$ cat config.mk
export PLATFORM = sky130hd
export DESIGN_NAME = tile_config_mem_shadowed_flat
export DESIGN_NICKNAME = d
export VERILOG_FILES = /design/src/rtl/tile_config_mem_shadowed_if.sv /design/src/rtl/tile_config_mem_shadowed.sv /design/src/flat_wrapper.sv
export SDC_FILE = /design/constraint.sdc
export NUM_CORES = 1
export LEC_CHECK = 0
export CORE_MARGIN = 2
export CORE_UTILIZATION = 30
export DETAILED_ROUTE_END_ITERATION = 8
export HOLD_SLACK_MARGIN = 0.15
export PLACE_DENSITY = 0.69
export SETUP_SLACK_MARGIN = 0.3
export SLEW_MARGIN = 10
export SYNTH_ARGS = -nofsm -noshare
export SYNTH_HDL_FRONTEND = slang
export SYNTH_SLANG_ARGS = --single-unit
$ cat constraint.sdc
create_clock -name CLK -period 2.9 [get_ports CLK]
set_input_delay 0.29 -clock CLK [delete_from_list [all_inputs] [get_ports CLK]]
set_output_delay 0.29 -clock CLK [all_outputs]
set_load 0.005 [all_outputs]
$ cat src/rtl/tile_config_mem_shadowed_if.sv
// Bus bundle for the shadowed tile configuration memory: frame writes,
// commit/abort handshake, readback and the active configuration outputs.
interface tile_config_mem_shadowed_if #(
  parameter int MaxFramesPerCol = 20,
  parameter int FrameBitsPerRow = 32,
  parameter int NoConfigBits    = 0,
  parameter int RbSelWidth      = 5
);
  // A zero-bit configuration still needs a legal port, so keep one tied-off bit.
  localparam int CfgW = (NoConfigBits > 0) ? NoConfigBits : 1;

  logic [FrameBitsPerRow-1:0] FrameData;
  logic [MaxFramesPerCol-1:0] FrameStrobe;
  logic                       commit_req;
  logic                       commit_ack;
  logic                       abort;
  logic [RbSelWidth-1:0]      ReadbackSel;
  logic [FrameBitsPerRow-1:0] ReadbackData;
  logic [MaxFramesPerCol-1:0] frames_dirty;
  logic                       busy;
  logic [CfgW-1:0]            ConfigBits;
  logic [CfgW-1:0]            ConfigBits_N;

  modport master (
    output FrameData, FrameStrobe, commit_req, abort, ReadbackSel,
    input  commit_ack, ReadbackData, frames_dirty, busy, ConfigBits, ConfigBits_N
  );

  modport slave (
    input  FrameData, FrameStrobe, commit_req, abort, ReadbackSel,
    output commit_ack, ReadbackData, frames_dirty, busy, ConfigBits, ConfigBits_N
  );
endinterface

$ cat src/rtl/tile_config_mem_shadowed.sv
// Frame-addressed configuration memory with a shadow bank that is copied
// atomically into the active bank through a 4-phase commit handshake.
module tile_config_mem_shadowed #(
  parameter int MaxFramesPerCol = 20,
  parameter int FrameBitsPerRow = 32,
  parameter int NoConfigBits    = 0,
  parameter logic [MaxFramesPerCol*FrameBitsPerRow-1:0] Init_Bitstream = '0,
  parameter int RbSelWidth      = 5
) (
  input logic CLK,
  input logic resetn,
  tile_config_mem_shadowed_if.slave bus
);

  localparam int TotalBits = MaxFramesPerCol * FrameBitsPerRow;
  localparam int CfgW      = (NoConfigBits > 0) ? NoConfigBits : 1;
  localparam logic [CfgW-1:0] InitCfg = (NoConfigBits > 0) ? Init_Bitstream[CfgW-1:0] : '0;

  typedef enum logic [2:0] {IDLE, COPY, ACK, WAIT_LOW, REVERT} state_t;

  state_t                     r_state;
  logic [CfgW-1:0]            r_shadow;
  logic [CfgW-1:0]            r_active;
  logic [MaxFramesPerCol-1:0] r_dirty;
  logic                       r_ack;
  logic [FrameBitsPerRow-1:0] r_rbData;

  logic [CfgW-1:0]            w_shadowWr;
  logic [TotalBits-1:0]       w_shadowPad;
  logic [FrameBitsPerRow-1:0] w_rbFrame;

  // Only stored bits can be written; bits past NoConfigBits simply do not exist.
  always_comb begin
    w_shadowWr = r_shadow;
    if (NoConfigBits > 0) begin
      for (int i = 0; i < CfgW; i++) begin
        if (bus.FrameStrobe[i / FrameBitsPerRow]) w_shadowWr[i] = bus.FrameData[i % FrameBitsPerRow];
      end
    end
  end

  always_comb begin
    w_shadowPad = '0;
    w_shadowPad[CfgW-1:0] = r_shadow;
    w_rbFrame = '0;
    for (int f = 0; f < MaxFramesPerCol; f++) begin
      if (int'(bus.ReadbackSel) == f) w_rbFrame = w_shadowPad[f*FrameBitsPerRow +: FrameBitsPerRow];
    end
  end

  // Default path applies frame writes; COPY and REVERT override bank/dirty updates.
  always_ff @(posedge CLK or negedge resetn) begin
    if (!resetn) begin
      r_state  <= IDLE;
      r_shadow <= InitCfg;
      r_active <= InitCfg;
      r_dirty  <= '0;
      r_ack    <= 1'b0;
      r_rbData <= '0;
    end else begin
      r_rbData <= w_rbFrame;
      r_shadow <= w_shadowWr;
      r_dirty  <= r_dirty | bus.FrameStrobe;
      case (r_state)
        IDLE: begin
          if (bus.abort) begin
            r_shadow <= r_shadow;
            r_dirty  <= r_dirty;
            r_state  <= REVERT;
          end else if (bus.commit_req) begin
            r_state <= COPY;
          end
        end
        COPY: begin
          r_active <= r_shadow;
          r_dirty  <= bus.FrameStrobe;
          r_ack    <= 1'b1;
          r_state  <= ACK;
        end
        ACK: r_state <= WAIT_LOW;
        WAIT_LOW: begin
          if (!bus.commit_req) begin
            r_ack   <= 1'b0;
            r_state <= IDLE;
          end
        end
        REVERT: begin
          r_shadow <= r_active;
          r_dirty  <= '0;
          r_state  <= IDLE;
        end
        default: r_state <= IDLE;
      endcase
    end
  end

  assign bus.ConfigBits   = r_active;
  assign bus.ConfigBits_N = ~r_active;
  assign bus.commit_ack   = r_ack;
  assign bus.ReadbackData = r_rbData;
  assign bus.frames_dirty = r_dirty;
  assign bus.busy         = (r_state != IDLE);

endmodule

$ cat src/flat_wrapper.sv
// flat-port wrapper written by rule: the top's interface ports become plain ports
module tile_config_mem_shadowed_flat 
#(
  parameter int MaxFramesPerCol = 20,
  parameter int FrameBitsPerRow = 32,
  parameter int NoConfigBits    = 0,
  parameter logic [MaxFramesPerCol*FrameBitsPerRow-1:0] Init_Bitstream = '0,
  parameter int RbSelWidth      = 5
)
  (CLK, resetn, bus_FrameData, bus_FrameStrobe, bus_commit_req, bus_abort, bus_ReadbackSel, bus_commit_ack, bus_ReadbackData, bus_frames_dirty, bus_busy, bus_ConfigBits, bus_ConfigBits_N);
  tile_config_mem_shadowed_if #(.MaxFramesPerCol(MaxFramesPerCol), .FrameBitsPerRow(FrameBitsPerRow), .NoConfigBits(NoConfigBits), .RbSelWidth(RbSelWidth)) bus_i ();
  input logic CLK;
  input logic resetn;
  input wire logic [$bits(bus_i.FrameData)-1:0] bus_FrameData;
  input wire logic [$bits(bus_i.FrameStrobe)-1:0] bus_FrameStrobe;
  input wire logic [$bits(bus_i.commit_req)-1:0] bus_commit_req;
  input wire logic [$bits(bus_i.abort)-1:0] bus_abort;
  input wire logic [$bits(bus_i.ReadbackSel)-1:0] bus_ReadbackSel;
  output wire logic [$bits(bus_i.commit_ack)-1:0] bus_commit_ack;
  output wire logic [$bits(bus_i.ReadbackData)-1:0] bus_ReadbackData;
  output wire logic [$bits(bus_i.frames_dirty)-1:0] bus_frames_dirty;
  output wire logic [$bits(bus_i.busy)-1:0] bus_busy;
  output wire logic [$bits(bus_i.ConfigBits)-1:0] bus_ConfigBits;
  output wire logic [$bits(bus_i.ConfigBits_N)-1:0] bus_ConfigBits_N;
  assign bus_i.FrameData = bus_FrameData;
  assign bus_i.FrameStrobe = bus_FrameStrobe;
  assign bus_i.commit_req = bus_commit_req;
  assign bus_i.abort = bus_abort;
  assign bus_i.ReadbackSel = bus_ReadbackSel;
  assign bus_commit_ack = bus_i.commit_ack;
  assign bus_ReadbackData = bus_i.ReadbackData;
  assign bus_frames_dirty = bus_i.frames_dirty;
  assign bus_busy = bus_i.busy;
  assign bus_ConfigBits = bus_i.ConfigBits;
  assign bus_ConfigBits_N = bus_i.ConfigBits_N;
  tile_config_mem_shadowed #(.MaxFramesPerCol(MaxFramesPerCol), .FrameBitsPerRow(FrameBitsPerRow), .NoConfigBits(NoConfigBits), .Init_Bitstream(Init_Bitstream), .RbSelWidth(RbSelWidth)) u_core (.CLK(CLK), .resetn(resetn), .bus(bus_i));
endmodule
==> results of run 1 <==
-- report_power, final --
part | total (uW) | switching [uW] | leakage, uW | internal [uW]
logic | 841 | 405 | 0.000576 | 436
registers | 638 | 136 | 0.000291 | 502
clock network | 217 | 119 | 0.0000228 | 98.4
total | 1700 | 660 | 0.000890 | 1040
-- path summary, 6_finish.rpt --
kind / endpoint / cells past startpoint / startpoint / slack (ns)
setup / recovery: bus_busy / 2 / u_core.r_state[1]$_DFFE_PN0P_ / 0.86
max in group asynchronous: u_core.bus.frames_dirty[11]$_DFFE_PN0P_ / 2 / resetn / 2.23
setup reg to reg: u_core.bus.ConfigBits$_DFFE_PN0P_ / 3 / u_core.r_state[2]$_DFFE_PN0P_ / 1.02
hold reg to reg: u_core.r_shadow$_DFFE_PN0N_ / 1 / u_core.r_shadow$_DFFE_PN0N_ / 0.53
hold / removal: u_core.r_shadow$_DFFE_PN0N_ / 2 / resetn / 0.40
min in group CLK: u_core.r_shadow$_DFFE_PN0N_ / 1 / u_core.r_shadow$_DFFE_PN0N_ / 0.53
-- worst max-delay path: cells and delay by family (launching register included) --
kind          cells  cell delay [ns]
flops             1             0.56
buf+inv           1             0.46
simple gates      1             0.46
-- synthesized netlist by cell type, drive strengths merged --
cell type / number
inv: 4
dfrtp: 27
nor2: 25
or4b: 1
conb: 1
o21bai: 6
buf: 42
nor2b: 14
nor3: 35
o21ai: 3
nand2b: 2
or3: 1
o21a: 14
mux2: 2
a22oi: 2
a211oi: 5
nand2: 1
-- logic make-up (layout without fill, tap and decap cells) --
| family | after synthesis | count (layout) | synth area share |
|---|---|---|---|
| flip-flops | 27 | 27 | 0.3782 |
| buffers and inverters | 46 | 66 | 0.1751 |
| AND/OR/NAND/NOR | 79 | 79 | 0.2962 |
| other | 1 | 31 | 0.002099 |
| multiplexers | 2 | 2 | 0.01260 |
| AO/OA/AOI/OAI | 30 | 30 | 0.1358 |
-- layout by cell type, fill, tap and decap left out, types with 2 or more instances in the layout --
cell             count
nor3_1               8
a22oi_1              2
mux2_1               2
clkdlybuf4s50_1     53
o21ai_0              2
dfrtp_1             27
nor3_2              27
buf_4                5
o21a_1              14
conb_1              31
a211oi_2             5
clkbuf_8             3
o21bai_1             6
nor2_1              24
nor2b_1             14
inv_1                3
-- metrics by stage --
step,power [uW],setup slack (ns),hold slack [ns],util,instances
floorplan,1164,1.711,-0.005591,-,215
global placement,1483,1.085,0.5009,0.3869,306
detailed placement,1505,1.023,0.5037,0.3869,306
CTS,1730,0.8323,0.4093,0.3946,310
global route,1844,0.7614,0.4192,0.3946,310
finish,1696,0.8616,0.3987,0.3946,310
-- registers in the layout, indices dropped and copies added (netlist names) --
signal                   flops
u_core.bus.frames_dirty     20
u_core.r_state               3
u_core.bus.ConfigBits        1
u_core.bus.ReadbackData      1
u_core.bus.commit_ack        1
u_core.r_shadow              1
-- cell type report --
cell class	count	area, sq um
Inverter	4	15.01
Sequential cell	27	675.6
Tap cell	75	93.84
Multi-Input combinational cell	142	910.9
Clock buffer	4	45.04
Timing Repair Buffer	58	568.0
Fill cell	596	3542
-- layer usage --
layer	part of all wire	global-route usage
met5	0	0
met3	0.042	0.02222
met4	0.0039	0.03559
met2	0.52	0.2190
met1	0.43	0.1526
==> results.md, run 1 <==
* # IOs at 117
* Cts hold-fix bufs at 0
* Yosys top cell area share at 0.3782
* CP cell instances: or3_1 -> clkdlybuf4s50_1
* Yosys Warn Count at 0
* Leak at 0.0008897 uW
* N_diodes at 0
* GPL Wtd Cong at 0.6813
* # DRC at 0
* Power Density at 734.9 nW/um^2
* Syn_area_per_cell at 9.658 sq um
* Starting Density at 0.3054
* GRT Total Usage at 0.1235
* # setup viols final at 0
* CP max FO at 11
* Measured slew at the worst slew-check pin at about 0.70 ns
* TritonCTS clock tree: built
* Max Cap Viol at 0
* Top cells by area, synth: dfrtp_1, nor3_2, buf_4
* Crit path capture type: primary output
* Wire per inst at between 10 and 15 microns
* Final wirelength at 3844 microns
* Vias per std cell at approximately 4.4
* Cell row count at 28
* Overflow after GRT at 0
* Clock Latency Late Sink at 0.27 ns
* Root Buffer: clkbuf_8
* Unrepaired setup endpoints after global routing: false
* Post-DP HPWL at approximately 2700 microns
* First-pass GRT wire length at 6306 microns
* Die Y at 81.18 microns
* Share of layout cells above drive strength 1 at 0.1830
* Post-CTS Setup Bufs at 0
* Final Skew at between 0.0009 and 0.001 ns
* Setup TNS at 0 ns
* Outcome: finished clean
* Critical Path RT at 2.61 ns
* Layout area overhead at 29.20%
* Clk sinks at 27
* Critical Path Max Stage Delay at around 0.56 ns
* DR pass1 iterations at 4
* Max Root-Sink Buffers at 2
* Area of the die at ~6600 sq um
* Worst Setup Start Kind: flop
* Final period demand of the worst path at 2.038 ns
* Fin. max-slew vios at 0
* Number of global-route vias before repair at approximately 1300
* Crit-path slowest cell: dfrtp_1
* Resized cells post-CTS at 0
* Antenna viol nets, final at 0
* Synth unique cells at 23
* Via Count at 1369
* Iteration-0 DRC Markers at 21
* Num CTS Buffers at 3
* Clock transition at the registers of the reported paths at 0.09 ns
* Maximum clock rate at 490.6 MHz
* DIE WIDTH at 81.18 microns
* Seq/Total Area, Yosys at 0.3782
* Dpl cell area at 2263 sq um
* Final period util at 0.7029
* VDD IR-drop max at 0.2942 mV
* Nets at 297
* Rel. slew slack at 0.5329
* Post-synthesis cell area at between 1500 and 2000 sq um
* Port-buffer cells at 53
* CP Data Arrival Time at approximately 1.8 ns
* HP Class: input pin to async pin
* Kind of critical path: flop to primary output
* Yosys reg bits at 27
* Core area at 5851 sq um
* Final Cell Area at approximately 2300 sq um
* Leading area contributor after synthesis: dfrtp_1
* Cells after synthesis at 185
* Initial antenna violation count at 0
* Final hold viol count at 0
* CTS HTree Levels at 1
* Largest net degree at the start of global routing at 28
Power figures use the tool's default switching activity.
==> run 2, diff against run 1 <==
==> constraint.sdc (replaced) <==
create_clock -name CLK -period 1.95 [get_ports CLK]
set_input_delay 0.195 -clock CLK [delete_from_list [all_inputs] [get_ports CLK]]
set_output_delay 0.195 -clock CLK [all_outputs]
set_load 0.005 [all_outputs]
==> results.md, run 2 (synthesized netlist as in run 1, its figures left out) <==
* Initial antenna violation count at 0 (unchanged)
* Critical Path Max Stage Delay at 0.41 ns (-0.15 ns)
* Number of global-route vias before repair at 1308 (-2.6%)
* Internal Pwr Total at 1581 uW (+53%)
* Clock transition at the registers of the reported paths at 0.10 ns (about the same)
* Sw Share at 0.3860 (-0.003128)
* Outcome: finished clean
* GRT Total Usage at 0.1198 (-0.003677)
* Clk pwr share at 0.125 (-0.003)
* Worst Path Buf+Inv at 1 (unchanged)
* Hold Slack at 0.2990 ns (-0.09968 ns)
* Critical Path RT at 1.75 ns (-0.86 ns)
* Post-DP HPWL at 2781 microns (+1.6%)
* Nets at 301 (+1.3%)
* Area of the die at 6589 sq um (unchanged)
* Unrepaired setup endpoints after global routing: false
* Port-buffer cells at 53 (unchanged)
* DIE WIDTH at 81.18 microns (unchanged)
* Comb pwr share at 0.530 (+0.034)
* N_diodes at 0 (unchanged)
* Fin. max-slew vios at 0 (unchanged)
* Core area at 5851 sq um (unchanged)
* # setup viols final at 0 (unchanged)
* Measured slew at the worst slew-check pin at 0.5290 ns (-0.1716 ns)
* # DRC at 0 (unchanged)
* Final Skew at 0.002236 ns (+0.001267 ns)
* Die Y at 81.18 microns (unchanged)
* CP top delay family: simple AND/OR/NAND/NOR gates
* Setup TNS at 0 ns (unchanged)
* Crit-path slowest cell: or3_1
* CTS HTree Levels at 1 (unchanged)
* Overflow after GRT at 0 (unchanged)
* Critical Path Stages at 2 (unchanged)
* DR pass1 iterations at 3 (-1)
* Commonest non-fill, non-tap cells in the layout: clkdlybuf4s50_1, conb_1, nor3_2
* Vias per std cell at 4.328 (-2.0%)
* Tot Pwr at 2575 uW (+52%)
* Power Density at 1101 nW/um^2 (+50%)
* Max Root-Sink Buffers at 2 (unchanged)
* # IOs at 117 (unchanged)
* CP cell instances: or3_1 -> dlygate4sd2_1
* CP max FO at 3 (-8)
* First-pass GRT wire length at 6134 microns (-2.7%)
* Share of layout cells above drive strength 1 at 0.2050 (+0.02204)
* Leak at 0.0009100 uW (+2.3%)
* Net Sw Power at 994.0 uW (+51%)
* R2R depth at 5 (+2)
* Wire per inst at 12.10 microns (-2.4%)
* Final hold viol count at 0 (unchanged)
* TritonCTS clock tree: built
* Iteration-0 DRC Markers at 39 (+86%)
* Rel. slew slack at 0.6462 (+0.1133)
* HP Class: input pin to async pin
* Crit path capture type: primary output
* Largest net degree at the start of global routing at 28 (unchanged)
* Num CTS Buffers at 3 (unchanged)
* Root Buffer: clkbuf_8
* Antenna viol nets, final at 0 (unchanged)
* Final period util at 0.7945
* Layout area overhead at 30.95%
* VDD IR-drop max at 0.4434 mV (+51%)
* Cell row count at 28 (unchanged)
* GPL Wtd Cong at 0.6935 (+1.8%)
* Starting Density at 0.3054 (unchanged)
* Worst R2R Setup Slack at 0.47 ns (-0.55 ns)
* Via Count at 1359 (-0.73%)
* Max reg flops at 20 (unchanged)
* Seq pwr share at 0.345 (-0.031)
* CP Data Arrival Time at 1.35 ns (-0.40 ns)
* Final period demand of the worst path at 1.549 ns
* Kind of critical path: flop to primary output
* Clock Latency Late Sink at 0.27 ns (about the same)
* Max Cap Viol at 0 (unchanged)
* Final wirelength at 3799 microns (-1.2%)
* Cts hold-fix bufs at 0 (unchanged)
* Worst Setup Start Kind: flop
* Maximum clock rate at 645.5 MHz
* Clk sinks at 27 (unchanged)
* Commonest non-fill, non-tap cell in the layout: clkdlybuf4s50_1
[run 2: what timing repair did]
action,CTS,global route
endpoints found under the setup margin,1,0
resized for setup,2,0
endpoints found under the hold margin,0,0
setup buffers,1,0
[run 2: layout make-up]
class / count / area (sq um)
clock buffer: 3 / 41.29
clock inverter: 1 / 5.005
fill: 605 / 3511
inverter: 4 / 15.01
multi-input combinational: 142 / 910.9
sequential: 27 / 676.9
tap: 75 / 93.84
timing repair buffer: 62 / 596.8
[run 2: through the flow]
stage	worst slack (ns)	area, sq um	util	instances
2_1_floorplan	0.7613	1899	-	215
3_3_place_gp	0.3309	2286	0.3907	309
3_5_place_dp	0.3398	2286	0.3907	309
4_1_cts	0.3913	2340	0.3999	314
5_1_grt	0.3306	2340	0.3999	314
6_report	0.4007	2340	0.3999	314
[run 2: layer usage]
| layer | vias up | wire, microns | track usage |
|---|---|---|---|
| li1 | 662 | - | - |
| met1 | 655 | 1681 | 0.1451 |
| met2 | 40 | 1928 | 0.2149 |
| met3 | 2 | 166 | 0.02222 |
| met4 | 0 | 23 | 0.03559 |
| met5 | - | 0 | 0 |
[run 2: power groups by stage]
stage / Clock, uW / Combinational, uW / Sequential (uW)
after floorplan: 0 / 838 / 894
after detailed placement: 0 / 1370 / 913
after global placement: 0 / 1350 / 905
after global routing: 365 / 1500 / 916
final: 323 / 1360 / 889
after CTS: 343 / 1400 / 891
[run 2: worst paths after layout]
check	from	end
worst max-delay path	u_core.r_state[1]$_DFFE_PN0P_	bus_busy
worst min-delay path	resetn	u_core.bus.ConfigBits$_DFFE_PN0P_
worst max register to register	u_core.r_state[2]$_DFFE_PN0P_	u_core.bus.frames_dirty[4]$_DFFE_PN0P_
worst min register to register	u_core.r_shadow$_DFFE_PN0N_	u_core.r_shadow$_DFFE_PN0N_
max in group asynchronous	resetn	u_core.r_state[0]$_DFFE_PN0P_
min in group CLK	bus_ReadbackSel[1]	u_core.bus.ReadbackData[0]$_DFF_PN0_
